==> src/rtl/cdc_pulse_stretch_multi_if.sv <==
// Bundle of per-channel event inputs and conditioned outputs for cdc_pulse_stretch_multi.
// The master side drives events and overflow clears; the slave side is the conditioner.
interface cdc_pulse_stretch_multi_if #(
  parameter int WIDTH = 8
);
  logic [WIDTH-1:0] signal_in_fast;
  logic [WIDTH-1:0] ovf_clr;
  logic [WIDTH-1:0] signal_out_fast;
  logic [WIDTH-1:0] busy;
  logic [WIDTH-1:0] pending;
  logic [WIDTH-1:0] overflow;

  modport master (
    output signal_in_fast,
    output ovf_clr,
    input  signal_out_fast,
    input  busy,
    input  pending,
    input  overflow
  );

  modport slave (
    input  signal_in_fast,
    input  ovf_clr,
    output signal_out_fast,
    output busy,
    output pending,
    output overflow
  );
endinterface

==> src/rtl/cdc_pulse_stretch_multi.sv <==
// Per-channel rising-edge to fixed-width pulse stretcher with low guard, one-deep event queue
// and sticky overflow; outputs come straight from flops so they can cross to a slower domain.
module cdc_pulse_stretch_multi #(
  parameter int WIDTH   = 8,
  parameter int STRETCH = 4,
  parameter int GAP     = 4
) (
  input  logic                    fast_clk,
  input  logic                    reset,
  cdc_pulse_stretch_multi_if.slave bus
);

  localparam int MAX_CNT = (STRETCH > GAP) ? STRETCH : GAP;
  localparam int CW      = $clog2(MAX_CNT + 1);
  localparam logic [CW-1:0] C_STRETCH = CW'(STRETCH - 1);
  localparam logic [CW-1:0] C_GAP     = CW'(GAP - 1);

  typedef enum logic [1:0] {
    S_IDLE = 2'd0,
    S_HIGH = 2'd1,
    S_GAP  = 2'd2
  } state_t;

  if (STRETCH < 1) begin : g_bad_stretch
    $error("cdc_pulse_stretch_multi: STRETCH must be >= 1");
  end
  if (GAP < 1) begin : g_bad_gap
    $error("cdc_pulse_stretch_multi: GAP must be >= 1");
  end

  logic [WIDTH-1:0] r_in_prev;
  logic [WIDTH-1:0] w_edge;
  logic [WIDTH-1:0] w_out;
  logic [WIDTH-1:0] w_busy;
  logic [WIDTH-1:0] w_pend;
  logic [WIDTH-1:0] w_ovf;

  // History resets to all-ones so an input already high when reset lifts is not an event.
  // NOTE: sequential state uses non-blocking assignments and a synchronous reset branch
  // so every flop updates from pre-edge values, independent of block ordering.
  always_ff @(posedge fast_clk) begin
    if (reset) r_in_prev <= '1;
    else       r_in_prev <= bus.signal_in_fast;
  end

  assign w_edge = bus.signal_in_fast & ~r_in_prev;

  for (genvar i = 0; i < WIDTH; i++) begin : g_ch
    state_t        r_state, w_state_nxt;
    logic [CW-1:0] r_cnt, w_cnt_nxt;
    logic          r_pend, w_pend_nxt;
    logic          r_ovf, w_ovf_nxt, w_ovf_set;
    logic          r_out, r_busy;

    // NOTE: every signal written here gets a default first, so no path leaves one
    // unassigned and no latch is inferred.
    always_comb begin
      w_state_nxt = r_state;
      w_cnt_nxt   = r_cnt;
      w_pend_nxt  = r_pend;
      w_ovf_set   = 1'b0;
      case (r_state)
        S_IDLE: begin
          if (r_pend) begin
            // Event accepted in the last guard cycle launches one cycle late.
            w_state_nxt = S_HIGH;
            w_cnt_nxt   = C_STRETCH;
            w_pend_nxt  = 1'b0;
            w_ovf_set   = w_edge[i];
          end else if (w_edge[i]) begin
            w_state_nxt = S_HIGH;
            w_cnt_nxt   = C_STRETCH;
          end
        end
        S_HIGH: begin
          if (r_cnt == '0) begin
            w_state_nxt = S_GAP;
            w_cnt_nxt   = C_GAP;
          end else begin
            w_cnt_nxt = r_cnt - CW'(1);
          end
          if (w_edge[i]) begin
            if (r_pend) w_ovf_set  = 1'b1;
            else        w_pend_nxt = 1'b1;
          end
        end
        S_GAP: begin
          if ((r_cnt == '0) && r_pend) begin
            w_state_nxt = S_HIGH;
            w_cnt_nxt   = C_STRETCH;
            w_pend_nxt  = 1'b0;
            w_ovf_set   = w_edge[i];
          end else begin
            if (r_cnt == '0) w_state_nxt = S_IDLE;
            else             w_cnt_nxt   = r_cnt - CW'(1);
            if (w_edge[i]) begin
              if (r_pend) w_ovf_set  = 1'b1;
              else        w_pend_nxt = 1'b1;
            end
          end
        end
        default: begin
          w_state_nxt = S_IDLE;
          w_cnt_nxt   = '0;
        end
      endcase
      // A new drop in the same cycle as a clear keeps the flag set.
      w_ovf_nxt = w_ovf_set | (r_ovf & ~bus.ovf_clr[i]);
    end

    always_ff @(posedge fast_clk) begin
      if (reset) begin
        r_state <= S_IDLE;
        r_cnt   <= '0;
        r_pend  <= 1'b0;
        r_ovf   <= 1'b0;
        r_out   <= 1'b0;
        r_busy  <= 1'b0;
      end else begin
        r_state <= w_state_nxt;
        r_cnt   <= w_cnt_nxt;
        r_pend  <= w_pend_nxt;
        r_ovf   <= w_ovf_nxt;
        r_out   <= (w_state_nxt == S_HIGH);
        r_busy  <= (w_state_nxt != S_IDLE);
      end
    end

    assign w_out[i]  = r_out;
    assign w_busy[i] = r_busy;
    assign w_pend[i] = r_pend;
    assign w_ovf[i]  = r_ovf;
  end

  assign bus.signal_out_fast = w_out;
  assign bus.busy            = w_busy;
  assign bus.pending         = w_pend;
  assign bus.overflow        = w_ovf;

endmodule

==> src/flat_wrapper.sv <==
// flat-port wrapper written by rule: the top's interface ports become plain ports
module cdc_pulse_stretch_multi_flat 
#(
  parameter int WIDTH   = 8,
  parameter int STRETCH = 4,
  parameter int GAP     = 4
)
  (fast_clk, reset, bus_signal_in_fast, bus_ovf_clr, bus_signal_out_fast, bus_busy, bus_pending, bus_overflow);
  cdc_pulse_stretch_multi_if #(.WIDTH(WIDTH)) bus_i ();
  input  logic fast_clk;
  input  logic reset;
  input wire logic [$bits(bus_i.signal_in_fast)-1:0] bus_signal_in_fast;
  input wire logic [$bits(bus_i.ovf_clr)-1:0] bus_ovf_clr;
  output wire logic [$bits(bus_i.signal_out_fast)-1:0] bus_signal_out_fast;
  output wire logic [$bits(bus_i.busy)-1:0] bus_busy;
  output wire logic [$bits(bus_i.pending)-1:0] bus_pending;
  output wire logic [$bits(bus_i.overflow)-1:0] bus_overflow;
  assign bus_i.signal_in_fast = bus_signal_in_fast;
  assign bus_i.ovf_clr = bus_ovf_clr;
  assign bus_signal_out_fast = bus_i.signal_out_fast;
  assign bus_busy = bus_i.busy;
  assign bus_pending = bus_i.pending;
  assign bus_overflow = bus_i.overflow;
  cdc_pulse_stretch_multi #(.WIDTH(WIDTH), .STRETCH(STRETCH), .GAP(GAP)) u_core (.fast_clk(fast_clk), .reset(reset), .bus(bus_i));
endmodule
==> config.mk <==
export PLATFORM = sky130hd
export DESIGN_NAME = cdc_pulse_stretch_multi_flat
export DESIGN_NICKNAME = d
export VERILOG_FILES = /design/src/rtl/cdc_pulse_stretch_multi_if.sv /design/src/rtl/cdc_pulse_stretch_multi.sv /design/src/flat_wrapper.sv
export SDC_FILE = /design/constraint.sdc
export NUM_CORES = 1
export LEC_CHECK = 0
export CORE_MARGIN = 2
export CORE_UTILIZATION = 45
export DETAILED_ROUTE_END_ITERATION = 10
export PLACE_DENSITY = 0.65
export SETUP_SLACK_MARGIN = 0.5
export SYNTH_ARGS = -nofsm -noshare
export SYNTH_HDL_FRONTEND = slang
export SYNTH_SLANG_ARGS = --single-unit
==> constraint.sdc <==
create_clock -name fast_clk -period 2.07 [get_ports fast_clk]
set_clock_uncertainty 0.1 [all_clocks]
set_input_delay 0.621 -clock fast_clk [delete_from_list [all_inputs] [get_ports fast_clk]]
set_output_delay 0.621 -clock fast_clk [all_outputs]
set_load 0.01 [all_outputs]
==> results.toml, run 1 <==
[floorplanning]
die_h_um = 109
die_x_um = 109
initial_core_util_pct = 46.1
core-area_um2 = 10800
num_rows = 38
io_pins = 50
die_area_um2 = 12000

[run]
drv_cap = 0

[cts]
cts_tree = "built"
htreeDepth = 3
clock-root-buffer = "clkbuf_8"
clkTransAtPathRegs_ns = 0.08
cts_made_buffers = 9
cts_sinks = 80
cts_buffer_depth = 2
clock_latency_ns = 0.37

[timing]
setup_violations = 0
max_freq_ghz = 0.586
fin_crit_ns = 1.71
min_period_over_period_pct = 82.4
maxSlewHeadroom_pct = 77.7
hold_slack_ns = 0.366
rsz0062_at_grt = "yes"
tightest_slew_ns = 0.329
finalHoldViolations = 0
maxSlewViolCount = 0
finalSetupTns_ns = 0

[finish]
n_fill_cell = 788
nNetsFinal = 774
antenna_cells = 0
final_cell_mix = "88 x buf_4, 37 x ha_4, 36 x nor2_1, 36 x buf_6"
fin_area_um2 = 7630
final_common_cell = "buf_4"
area_delta_synth_final_pct = 52.6
drive_gt1_share_pct = 54.2

[setup_path]
reg2reg_depth = 6
crit_family = "simple AND/OR/NAND/NOR gates"
max_stage_delay_ns = 0.40
rrSetupSlack_ns = 0.36
cp-end-kind = "flop"
cp_max_fo = 5
path_cells = "inv_4 -> ha_4 -> nor2b_4 -> a32o_2 -> or4_1 -> a31oi_1"
cp.arrival_ns = 1.90
worstSetupPathType = "reg -> reg"
crit_path_start_kind = "flop"
crit_slowest_cell = "dfxtp_4"
cp_num_buf_inv = 1
required_ns = 2.27
worstSetupPathDepth = 6

[yosys]
synth-simple-area-share_pct = 23.9
synthArstFlopShare_pct = 0
synth_area_um2 = 5000
ys_seq_area_share_pct = 32.0
syn_inst = 591
syn_avg_cell_area_um2 = 8.46
synth_edf_count = 0
synth_fa_ha_area_share_pct = 13.3
synth_xor_xnor_area_share_pct = 0
synth_cell_types = 56
synth_compound_area_share_pct = 20.4
synth-seq-cells = 80
synth_nets = 662
synth_top_family_by_area = "simple AND/OR/NAND/NOR gates"
synthMuxAreaShare_pct = 0.225
synthFlopType = "dfxtp_1"
yosys_warnings = 0

[drt]
first_pass_iters = 6
drt_iter0_drc = 185
vias_per_cell = 5.64
routed_wl_mm = 13.3
wl_per_cell_um = 15.7
ant_nets = 0
drc = 0
vias = 4783

[global_route]
grt_antenna_before_repair = 0
grt_pass1_wl_mm = 21.1
track_usage_pct = 22.0
grt_max_degree = 33
overflow = 0
grt_pass1_vias = 4612

[placement]
place_area_um2 = 5850
io_buffers = 49
gp_congestion = 0.868
hpwl_mm = 7.74

[worst_hold_path]
whs_path_depth = 2
hp-class = "reg -> reg"

[power_and_ir_drop]
peakVddDrop_mv = 0.358
powerDensity_nw_per_um2 = 616
finalPower_w = 0.00470
leakage_nw = 3.10

[status]
status = "complete, no violations"
[flip-flops by register name (all words and copies together), names as in the netlist]
register	count
u_core.g_ch.r_busy	8
u_core.g_ch.r_cnt	24
u_core.g_ch.r_pend	8
u_core.g_ch.r_out	8
u_core.g_ch.r_state	16
u_core.r_in_prev	8
u_core.g_ch.r_ovf	8
[cell families after synthesis]
| group | count (synthesis) |
|---|---|
| AND/OR/NAND/NOR | 207 |
| AO/OA/AOI/OAI | 148 |
| buffers and inverters | 102 |
| flip-flops | 80 |
| adder cells (fa/ha/maj) | 53 |
| multiplexers | 1 |
[layer usage]
layer | routed length [um] | vias up | part of all wire (%) | track usage (%)
met4 | 318 | 0 | 2.4 | 9.58
met2 | 6790 | 107 | 51 | 38.1
met5 | 0 | - | 0 | 0
met3 | 541 | 27 | 4.1 | 4.45
li1 | - | 2309 | - | -
met1 | 5670 | 2340 | 43 | 26.2
[area by class of cell]
type / count / area (um2) / area share (%)
clock buffers: 12 / 145 / 1.90
clock inverters: 4 / 20.0 / 0.262
inverters: 52 / 248 / 3.25
multi-input cells: 409 / 4050 / 53.1
flip-flops and latches: 80 / 1710 / 22.4
well taps: 140 / 175 / 2.30
repair buffers: 151 / 1290 / 16.9
[where the power goes]
part	internal, W	switching [W]
registers	0.00166	0.000105
logic	0.000977	0.000911
clock network	0.000461	0.000584
[Yosys cell counts, drive strengths merged (5+ instances only)]
cell,instances,share of area (%)
dfxtp,80,32
ha,53,13
inv,51,3.8
a21oi,41,4.1
nor2,40,3.0
buf,39,5.5
nand2b,30,3.9
nand2,28,2.1
nor2b,18,2.3
o21ai,18,1.8
nand3,14,1.4
nor3,14,1.4
or2,14,1.8
clkbuf,11,0.83
o31ai,10,1.5
or4b,10,2.0
a31oi,7,0.88
o22ai,7,0.88
o41ai,7,1.2
a211oi,6,0.90
a21o,6,0.90
nor4b,6,1.1
o21a,6,0.90
o32ai,6,1.1
nor4,5,0.63
o21bai,5,0.75
or3,5,0.63
[final timing paths]
path | startpoint | endpoint
worst max-delay path | u_core.g_ch[0].r_state[0] | u_core.g_ch[0].r_cnt[2]
worst min-delay path | u_core.g_ch[5].r_cnt[0] | u_core.g_ch[5].r_cnt[0]
worst max register to register | u_core.g_ch[0].r_state[0] | u_core.g_ch[0].r_cnt[2]
worst min register to register | u_core.g_ch[5].r_cnt[0] | u_core.g_ch[5].r_cnt[0]
[tightest hold or removal path, stage by stage (launching register included)]
cell     delay (ns)
dfxtp_2        0.33
nand2_1        0.05
a21oi_1        0.05
[timing repair]
action | CTS | global route
setup endpoints to repair | 90 | 75
buffers inserted | 42 | 31
pin swaps | 47 | 45
hold buffers | 0 | 0
gates resized for setup | 322 | 106
[metrics by stage]
stage | cells | setup WS (ns) | utilization (%)
floorplan | 591 | 0.379 | -
global placement | 759 | -0.0909 | 53.9
detailed placement | 759 | -0.117 | 53.9
CTS | 817 | 0.376 | 63.8
global route | 848 | 0.303 | 70.4
finish | 848 | 0.364 | 70.4
(Power assumes the default switching activity.)
==> run 2, diff against run 1 <==
- clock period: 2.07 -> 1.6 ns (I/O delays scaled with it)
==> run 2 against run 1 <==
Wire length rose by 27%. Via count rose by 11%. Critical path depth rose by 1. Power rose by 56%. Register-to-register slack got worse by 0.45 ns. Core utilization rose by 15 points. The run now ends with setup timing left. First-iteration DRC count rose by 49%.
==> results.toml, run 2 (synthesis gave the netlist of run 1 again) <==
[status]
status = "complete, but fails checks"
violations = "setup timing"

[setup_path]
crit_slowest_cell = "or4b_1"
crit_path_start_kind = "flop"
cp_max_fo = 4
worstSetupPathType = "reg -> reg"
cp-end-kind = "flop"
path_cells = "inv_2 -> ha_4 -> nand2b_4 -> buf_6 -> o32ai_4 -> or4b_1 -> a31oi_1"
required_ns = 1.80
cp.arrival_ns = 1.88
max_stage_delay_ns = 0.53

[power_and_ir_drop]
leakage_nw = 3.87
powerDensity_nw_per_um2 = 786
peakVddDrop_mv = 0.548
finalPower_w = 0.00731

[global_route]
grt_max_degree = 20
grt_antenna_before_repair = 0
gr-usage-met2_pct = 45.1
top_usage_layer = "met2"
overflow = 0
track_usage_pct = 25.4
met3_usage_pct = 3.62
use_met1_pct = 31.2
grt_pass1_vias = 5135
grt_pass1_wl_mm = 24.4

[placement]
hpwl_mm = 9.14
gp_congestion = 0.854
io_buffers = 49
pre_cts_ws_ns = -0.469

[finish]
final_cell_mix = "135 x buf_4, 86 x buf_6, 38 x ha_4"
drive_gt1_share_pct = 70.0
area_delta_synth_final_pct = 85.8
reg_top3 = "u_core.g_ch.r_cnt (24), u_core.g_ch.r_state (16)"
n_fill_cell = 557
final_common_cell = "buf_4"
top_register = "u_core.g_ch.r_cnt"
multiInputGateArea_um2 = 4600
antenna_cells = 0
regArea_um2 = 1720
largest_reg_flops = 24
nNetsFinal = 877

[cts]
clock-root-buffer = "clkbuf_8"
cts_buffer_depth = 2
cts_tree = "built"
cts_made_buffers = 9
clock_latency_ns = 0.37
clkTransAtPathRegs_ns = 0.08
htreeDepth = 3
cts_sinks = 80

[floorplanning]
io_pins = 50
num_rows = 38
initial_core_util_pct = 46.1
die_area_um2 = 12000
core-area_um2 = 10800
die_h_um = 109
die_x_um = 109

[timing]
min_period_over_period_pct = 105
fin_crit_ns = 1.68
maxSlewViolCount = 0
max_freq_ghz = 0.595
finalHoldViolations = 0
rsz0062_at_grt = "yes"
maxSlewHeadroom_pct = 74.7
setup_violations = 14
tightest_slew_ns = 0.376
layout_setup_ws_ns = -0.0813

[run]
drv_cap = 0

[drt]
drc = 0
vias = 5297
vias_per_cell = 5.57
drt_iter0_drc = 276
routed_wl_mm = 16.9
first_pass_iters = 4
ant_nets = 0
wl_per_cell_um = 17.8

[worst_hold_path]
hp-class = "in -> reg"
==> run 2: cell types whose count changed in the layout (fill, tap and decap cells not counted), moves of 5 or more <==
cell     before  now
or2_2         8    1
inv_1        17   12
or2_4         6   13
nand3_1      11    5
nor2_1       36   28
buf_6        36   86
nor2_4        1    7
buf_4        88  135
nand3_2       3    9
a21oi_2       6   17
a21oi_1      35   22
o21ai_0      16    4
o21ai_1       2    8
==> run 2: area by class of cell <==
cell class	instances	share of cell area, %
Tap cell	140	1.89
Clock buffer	10	1.48
Timing Repair Buffer	254	25.0
Multi-Input combinational cell	409	49.5
Inverter	52	2.76
Clock inverter	6	0.889
Sequential cell	80	18.5
==> run 2: worst max-delay path, delay by kind of cell (launching register included) <==
family | cells | cell delay, ns
flip-flops | 1 | 0.34
buffers and inverters | 2 | 0.15
adder cells (fa/ha/maj) | 1 | 0.17
AND/OR/NAND/NOR | 2 | 0.61
AO/OA/AOI/OAI | 2 | 0.23
==> run 2: what timing repair did <==
item / in CTS / in global routing
gates cloned: 1 / 0
pin swaps: 97 / 66
hold endpoints to repair: 0 / 0
hold buffers: 0 / 0
setup buffers: 73 / 45
resized for setup: 301 / 89
setup endpoints to repair: 104 / 104
==> run 2: worst paths after layout <==
check / endpoint / slack (ns) / cells after the start / start
worst max-delay path: u_core.g_ch[1].r_cnt[2] / -0.08 / 7 / u_core.g_ch[1].r_cnt[0]
worst min-delay path: u_core.r_in_prev[2] / 0.34 / 2 / bus_signal_in_fast[2]
worst max register to register: u_core.g_ch[1].r_cnt[2] / -0.08 / 7 / u_core.g_ch[1].r_cnt[0]
worst min register to register: u_core.g_ch[4].r_ovf / 0.38 / 2 / u_core.g_ch[4].r_ovf
==> run 2: layer usage <==
layer | share of wire, % | routed length (um) | vias to the layer above
met5 | 0 | 0 | -
met4 | 2.3 | 382 | 0
met3 | 2.6 | 444 | 37
met2 | 52 | 8860 | 116
met1 | 43 | 7240 | 2626
li1 | - | - | 2518
==> run 2: report_power, final <==
group / switching (W) / internal, W / total, W
Sequential: 0.000130 / 0.00215 / 0.00227
Combinational: 0.00156 / 0.00178 / 0.00333
Clock: 0.000787 / 0.000913 / 0.00170
Total: 0.00247 / 0.00483 / 0.00731
==> run 2: per-stage QoR <==
step                      instances  instance area [um2]  TNS, ns  utilization (%)  hold slack, ns
final                           951                 9290   -0.506             85.7           0.341
after global routing            951                 9290    -1.56             85.7           0.354
after CTS                       906                 8530   -0.312             78.7           0.334
after detailed placement        816                 7190   -20.72             66.3           0.354
after global placement          816                 7190   -18.45             66.3           0.351
after floorplan                 591                 6280  -0.0227                -           0.339
==> run 3, diff against run 2 <==
- MAX_ROUTING_LAYER: not set -> met4
==> run 3 against run 2 <==
The run still ends with setup timing left. Core utilization unchanged. Final area unchanged. Die area unchanged. Critical path depth unchanged. Global-route usage increased by 0.78 points. Clock-buffer cell count unchanged. Non-clock buffer count unchanged. Largest cell class unchanged. Flip-flop and latch count unchanged. Hold slack about the same. Sequential power about the same. Clock power about the same.
==> results.toml, run 3 (synthesis gave the netlist of run 1 again) <==
[power_and_ir_drop]
p_sw_share_pct = 33.8
leakage_nw = 3.87
p_switching_w = 0.00247
power.internal_w = 0.00483
powerDensity_nw_per_um2 = 786
pwr-share-seq_pct = 31.1
p_clk_share_pct = 23.2
power_frac_comb_pct = 45.6
finalPower_w = 0.00730
peakVddDrop_mv = 0.548

[drt]
vias_per_cell = 5.54
first_pass_iters = 5
drt_iter0_drc = 333
wl_per_cell_um = 17.8
drc = 0
routed_wl_mm = 16.9
ant_nets = 0
vias = 5268

[global_route]
grt_pass1_wl_mm = 24.4
track_usage_pct = 26.2
overflow = 0
grt_pass1_vias = 5130
grt_max_degree = 20
grt_antenna_before_repair = 0

[placement]
hpwl_mm = 9.14
gp_congestion = 0.867
pre_cts_ws_ns = -0.469
io_buffers = 49

[floorplanning]
initial_core_util_pct = 46.1
io_pins = 50
die_area_um2 = 12000
core-area_um2 = 10800
num_rows = 38
die_x_um = 109
die_h_um = 109

[cts]
clock-root-buffer = "clkbuf_8"
cts_hold_buf = 0
cts_made_buffers = 9
clock_latency_ns = 0.37
cts_tree = "built"
cts_buffer_depth = 2
htreeDepth = 3
cts_sinks = 80
clkTransAtPathRegs_ns = 0.08

[finish]
multiInputGateArea_um2 = 4600
nNetsFinal = 877
antenna_cells = 0
final_cell_mix = "135 x buf_4, 86 x buf_6, 38 x ha_4"
largest_reg_flops = 24
n_fill_cell = 557
area_delta_synth_final_pct = 85.8
reg_top3 = "u_core.g_ch.r_cnt (24), u_core.g_ch.r_state (16)"
regArea_um2 = 1720
final_common_cell = "buf_4"
top_register = "u_core.g_ch.r_cnt"
drive_gt1_share_pct = 70.0

[timing]
finalHoldViolations = 0
layout_setup_ws_ns = -0.0806
fin_crit_ns = 1.68
finalSetupTns_ns = -0.539
maxSlewHeadroom_pct = 74.7
hold_slack_ns = 0.340
setup_violations = 14
tightest_slew_ns = 0.376
rsz0062_at_grt = "yes"
maxSlewViolCount = 0
min_period_over_period_pct = 105
max_freq_ghz = 0.595

[setup_path]
rrSetupSlack_ns = -0.08
required_ns = 1.80
crit_path_start_kind = "flop"
cp_max_fo = 4
worstSetupPathType = "reg -> reg"
cp-end-kind = "flop"
cp.arrival_ns = 1.88

[status]
violations = "setup timing"
status = "complete, but fails checks"

[worst_hold_path]
hp-class = "in -> reg"

[run]
drv_cap = 0
## run 3: cell counts in the layout (fill, tap and decap cells not counted)
No cell type changed its count.
## run 3: worst paths after layout
| check | depth (start not counted) | to | startpoint |
|---|---|---|---|
| worst max-delay path | 7 | u_core.g_ch[1].r_cnt[2] | u_core.g_ch[1].r_cnt[0] |
| worst min-delay path | 2 | u_core.r_in_prev[2] | bus_signal_in_fast[2] |
| worst max register to register | 7 | u_core.g_ch[1].r_cnt[2] | u_core.g_ch[1].r_cnt[0] |
| worst min register to register | 2 | u_core.g_ch[4].r_ovf | u_core.g_ch[4].r_ovf |
## run 3: per-layer routing
layer | wire length (um) | up-vias | part of all wire, % | track usage (%)
li1 | - | 2519 | - | -
met1 | 7110 | 2599 | 42 | 31.3
met2 | 8880 | 112 | 53 | 45.1
met3 | 506 | 38 | 3.0 | 3.68
met4 | 396 | 0 | 2.3 | 9.31
met5 | 0 | - | 0 | -
## run 3: layout make-up
class | count | share of cell area, %
multi-input combinational | 409 | 49.5
clock buffer | 10 | 1.48
timing repair buffer | 254 | 25.0
inverter | 52 | 2.76
tap | 140 | 1.89
sequential | 80 | 18.5
clock inverter | 6 | 0.889
## run 3: worst max-delay path: stages, from the launching register on
cell and delay, ns:
dfxtp_2 0.34, inv_2 0.05, ha_4 0.17, nand2b_4 0.08, buf_6 0.10, o32ai_4 0.07
or4b_1 0.53, a31oi_1 0.16
## run 3: power by group through the flow
| stage | Combinational [W] | Sequential [W] | Clock, W |
|---|---|---|---|
| 2_1_floorplan | 0.00158 | 0.00231 | 0 |
| 3_3_place_gp | 0.00217 | 0.00232 | 0 |
| 3_5_place_dp | 0.00222 | 0.00232 | 0 |
| 4_1_cts | 0.00279 | 0.00227 | 0.00172 |
| 5_1_grt | 0.00354 | 0.00229 | 0.00181 |
| 6_report | 0.00333 | 0.00227 | 0.00170 |
## run 3: timing repair
item	CTS	global route
setup buffers	73	45
pin swaps	97	66
endpoints found under the setup margin	104	104
cloned	1	0
gates resized for setup	301	89
## run 3: stage by stage
stage	instance area (um2)	instances	util [%]
2_1_floorplan	6280	591	-
3_3_place_gp	7190	816	66.3
3_5_place_dp	7190	816	66.3
4_1_cts	8530	906	78.7
5_1_grt	9290	951	85.7
6_report	9290	951	85.7
